--- src/rtl/operand_hazard_ctrl.sv ---
// operand_hazard_ctrl: RAW stall controller tracking EX/MEM/WB destination registers against ID sources; holds PC and IF/ID, bubbles ID/EX, and counts stall cycles with saturation
module operand_hazard_ctrl #(
  parameter bit WB_BYPASS = 1'b1,
  parameter int CNT_W     = 32
) (
  input  logic             clk_i,
  input  logic             rst_n_i,
  input  logic             id_valid_i,
  input  logic [4:0]       id_rs1_i,
  input  logic [4:0]       id_rs2_i,
  input  logic             id_rs1_used_i,
  input  logic             id_rs2_used_i,
  input  logic [4:0]       id_rd_i,
  input  logic             id_we_i,
  input  logic             flush_i,
  output logic             stall_pc_o,
  output logic             stall_ifid_o,
  output logic             bubble_idex_o,
  output logic             hazard_o,
  output logic [CNT_W-1:0] stall_cnt_o
);
  logic             r_ex_v, r_mem_v, r_wb_v;
  logic [4:0]       r_ex_rd, r_mem_rd, r_wb_rd;
  logic [CNT_W-1:0] r_cnt;
  logic             w_m1, w_m2, w_haz;
  assign w_m1 = (id_rs1_i != 5'd0) & ((r_ex_v & (r_ex_rd == id_rs1_i)) |
                (r_mem_v & (r_mem_rd == id_rs1_i)) |
                (!WB_BYPASS & r_wb_v & (r_wb_rd == id_rs1_i)));
  assign w_m2 = (id_rs2_i != 5'd0) & ((r_ex_v & (r_ex_rd == id_rs2_i)) |
                (r_mem_v & (r_mem_rd == id_rs2_i)) |
                (!WB_BYPASS & r_wb_v & (r_wb_rd == id_rs2_i)));
  assign w_haz         = id_valid_i & ~flush_i & ((id_rs1_used_i & w_m1) | (id_rs2_used_i & w_m2));
  assign hazard_o      = w_haz;
  assign stall_pc_o    = w_haz;
  assign stall_ifid_o  = w_haz;
  assign bubble_idex_o = w_haz | flush_i;
  assign stall_cnt_o   = r_cnt;
  always_ff @(posedge clk_i) begin
    if (!rst_n_i) begin
      r_ex_v   <= 1'b0;
      r_mem_v  <= 1'b0;
      r_wb_v   <= 1'b0;
      r_ex_rd  <= 5'd0;
      r_mem_rd <= 5'd0;
      r_wb_rd  <= 5'd0;
      r_cnt    <= '0;
    end else begin
      r_wb_v   <= r_mem_v;
      r_wb_rd  <= r_mem_rd;
      r_mem_v  <= r_ex_v;
      r_mem_rd <= r_ex_rd;
      r_ex_v   <= id_valid_i & id_we_i & (id_rd_i != 5'd0) & ~w_haz & ~flush_i;
      r_ex_rd  <= id_rd_i;
      r_cnt    <= r_cnt + {{(CNT_W-1){1'b0}}, w_haz & ~&r_cnt};
    end
  end
endmodule

--- config.mk ---
export PLATFORM = sky130hd
export DESIGN_NAME = operand_hazard_ctrl
export DESIGN_NICKNAME = d
export VERILOG_FILES = /design/src/rtl/operand_hazard_ctrl.sv
export SDC_FILE = /design/constraint.sdc
export NUM_CORES = 1
export LEC_CHECK = 0
export BUFFER_PORTS_ARGS = -buffer_cell sky130_fd_sc_hd__buf_2
export CORE_MARGIN = 2
export CORE_UTILIZATION = 56
export CTS_CLUSTER_SIZE = 28
export DETAILED_ROUTE_END_ITERATION = 10
export GPL_ROUTABILITY_DRIVEN = 0
export MAX_ROUTING_LAYER = met4
export PLACE_DENSITY_LB_ADDON = 0.08
export SYNTH_ARGS = -nofsm -noshare
export SYNTH_HDL_FRONTEND = slang
export SYNTH_SLANG_ARGS = --single-unit
--- constraint.sdc ---
create_clock -name clk_i -period 7.9 [get_ports clk_i]
set_input_delay 1.185 -clock clk_i [delete_from_list [all_inputs] [get_ports clk_i]]
set_output_delay 1.185 -clock clk_i [all_outputs]
set_load 0.05 [all_outputs]
==> impl_metrics.tcl <==
set metrics [dict create \
    setup_slack_ps 3990 \
    portBuffers 57 \
    powerDensity_nw_per_um2 153 \
    power.total_mw 0.400 \
    clock-sinks 44 \
    ys_warn_count 0 \
    fp.dieH_um 67.1 \
    synth.avg_cell_area_um2 9.40 \
    critPathMaxStageDelay_ps 360 \
    path_clk_slew_ps 80 \
    tns_ps 0 \
    maxSlewViolCount 0 \
    viasPerCell 5.25 \
    synth-seq-area-share 0.396 \
    cp_top_family "simple AND/OR/NAND/NOR gates" \
    layout-drive-gt1-share 0.242 \
    htreeDepth 2 \
    r2r_end "stall_cnt_o[28]" \
    fin_crit_sh 0.495 \
    skew_ps 3.86 \
    grt_pass1_vias 1604 \
    syn_to_final_growth_pct 17.5 \
    dr_wl_met3_um 250 \
    fmax_ghz 0.256 \
    synth-async-reset-ratio 0 \
    hp-class "flip-flop to flip-flop" \
    start_kind "primary input" \
    period_needed_ps 3910 \
    peakVddDrop_mv 0.0925 \
    syn-num-nets 261 \
    synth_edf_count 0 \
    cts_tree "yes" \
    clockRootBuffer "clkbuf_8" \
    finalHoldViolations 0 \
    critPathRequiredTime_ps 8120 \
    dr.max_layer_used "met4" \
    grt_util_all_layers 0.224 \
    clockBufferDepth 2 \
    syn_inst 237 \
    cp.arrival_ps 4130 \
    initial_core_util 0.595 \
    seqPwrFrac 0.567 \
    p_sw_mw 0.0866 \
    grt_max_degree 49 \
    dp_slack_ps 3680 \
    slew_headroom 0.494 \
    cts_hold_buf 0 \
    hpwl_um 3320 \
    worstSetupEndpointType "flip-flop" \
    yosysTopAreaCellShare 0.396 \
    fill_cells 305 \
    maxCapViolCount 0 \
    critPathKind "primary input to flip-flop" \
    hold_path_depth 2 \
    grt_pass1_wl_um 7460 \
    cp_cell_sequence "buf_2, xor2_1, nor4_1, a32oi_1, o22a_1, nor3_1, ha_1, ha_1, nand3_1, nor4_4, nor4b_4, and2b_2, mux2i_1" \
    r2r_setup_slack_ps 4670 \
    clock_latency_ps 290 \
    rsz0062_at_grt "no" \
    leakagePower_nw 1.21 \
    final_common_cell "buf_2" \
    synth.distinct_cells 37 \
    avgRoutedWirePerCell_um 13.2 \
    synthTopCellsByArea "dfxtp_1 (40%), and2_1 (11%), xor2_1 (9.0%), xnor2_1 (8.7%), nand3_1 (3.8%)" \
    crit_path_max_fanout 5 \
    grt_overflow 0 \
    antenna_left 0 \
    n_antenna_cell 0 \
    worst_slew_pin_slew_ps 753 \
    wl_met1_um 2170 \
    drt_iter0_drc 82 \
    crit-reg2reg-launch "r_ex_rd[4]" \
    io_pins 58 \
    antenna_found_initial 0 \
    num_vias 1791 \
    synth_top_area_cell "dfxtp_1" \
    die_area_um2 4500 \
    min_from "stall_cnt_o[30]" \
    die-width_um 67.1 \
    crit_top_cell "ha_1" \
    power_frac_comb 0.061 \
    path_buf_inv 1 \
    syn_area_um2 2230 \
    drt-total-wl_um 4500 \
    clockPowerShare 0.372 \
    crit_path_top_delay_cell "nor4b_4" \
    cts_resized 0 \
    layout_common_cells "buf_2 (57), dfxtp_1 (44), and2_1 (40)" \
    min_to "stall_cnt_o[30]" \
    core_area_um2 3740 \
    synth-main-ff-cell "dfxtp_1" \
    final_nets 317 \
    switching_share 0.217 \
    first_pass_iters 7 \
    status "finished clean" \
    ff2ff_path_depth 12 \
    p_int_mw 0.313 \
    ys_seq_elements 44 \
    rows 22 \
    numCtsBuffers 5 \
    cts_setup_buffers 0 \
    setup_viol 0 \
    drc 0 \
    routed-wl-met2_um 2040 \
]
-- final cells by class --
class | instances | area [µm²] | share of cell area
Tap cell | 48 | 60.1 | 0.0230
Clock buffer | 7 | 96.3 | 0.0368
Sequential cell | 44 | 881 | 0.337
Timing Repair Buffer | 57 | 285 | 0.109
Multi-Input combinational cell | 183 | 1290 | 0.492
Inverter | 2 | 7.51 | 0.00287
-- sequential cells by signal, summed over array words and instances, names as in the netlist --
register and cells:
r_mem_v 1, r_ex_rd 5, stall_cnt_o 32, r_ex_v 1, r_mem_rd 5
-- through the flow --
| stage | instance area (µm²) | utilization | std cells | hold WS [ps] |
|---|---|---|---|---|
| finish | 2620 | 0.699 | 341 | 493 |
| global route | 2620 | 0.699 | 341 | 529 |
| CTS | 2620 | 0.699 | 341 | 498 |
| detailed placement | 2520 | 0.673 | 334 | 490 |
| global placement | 2520 | 0.673 | 334 | 473 |
| floorplan | 2230 | - | 237 | 452 |
-- power groups by stage --
stage,clock network (mW),registers (mW),logic (mW)
after global placement,0,0.232,0.0236
after CTS,0.152,0.227,0.0243
after global routing,0.163,0.227,0.0267
after detailed placement,0,0.232,0.0241
final,0.149,0.227,0.0242
after floorplan,0,0.231,0.0144
-- worst min-delay path, delay by kind of cell, from the launching register on --
kind | cells | cell delay, ps
mux | 1 | 50
simple gates | 1 | 60
flops | 1 | 340
-- cell usage after synthesis (4+ instances only) --
library cell,n
and2_1,40
clkbuf_1,4
dfxtp_1,44
nand2_1,12
nand2b_1,4
nand3_1,17
nand4_1,13
nor2_1,8
nor3_1,4
nor4_1,6
xnor2_1,22
xor2_1,23
-- per-layer routing --
metal  up-vias  global-route usage
li1        937                   -
met1       800               0.305
met2        50               0.337
met3         4              0.0524
met4         0              0.0536
met5         -                   -
-- how the worst max path moves through the flow --
stage / start / slack, ps / cells after the start / end
floorplan: id_rs1_i[4] / 3710 / 6 / stall_ifid_o
global placement: id_rs1_i[4] / 3840 / 13 / stall_cnt_o[28]
CTS: id_rs1_i[2] / 3970 / 13 / stall_cnt_o[28]
finish: id_rs1_i[2] / 3990 / 13 / stall_cnt_o[28]
global route: id_rs1_i[2] / 3720 / 13 / stall_cnt_o[28]
detailed placement: id_rs1_i[2] / 3680 / 13 / stall_cnt_o[28]
-- cell families after synthesis --
family | count (synthesis) | share of synthesized area
and+or+nand+nor | 121 | 0.337
AOI/OAI and AO/OA | 12 | 0.0388
xor gates and xnor gates | 45 | 0.177
buffers and inverters | 10 | 0.0270
DFF | 44 | 0.396
adders and majority gates | 2 | 0.0112
muxes | 3 | 0.0135
Note: power is estimated with default switching activity, not from simulation.
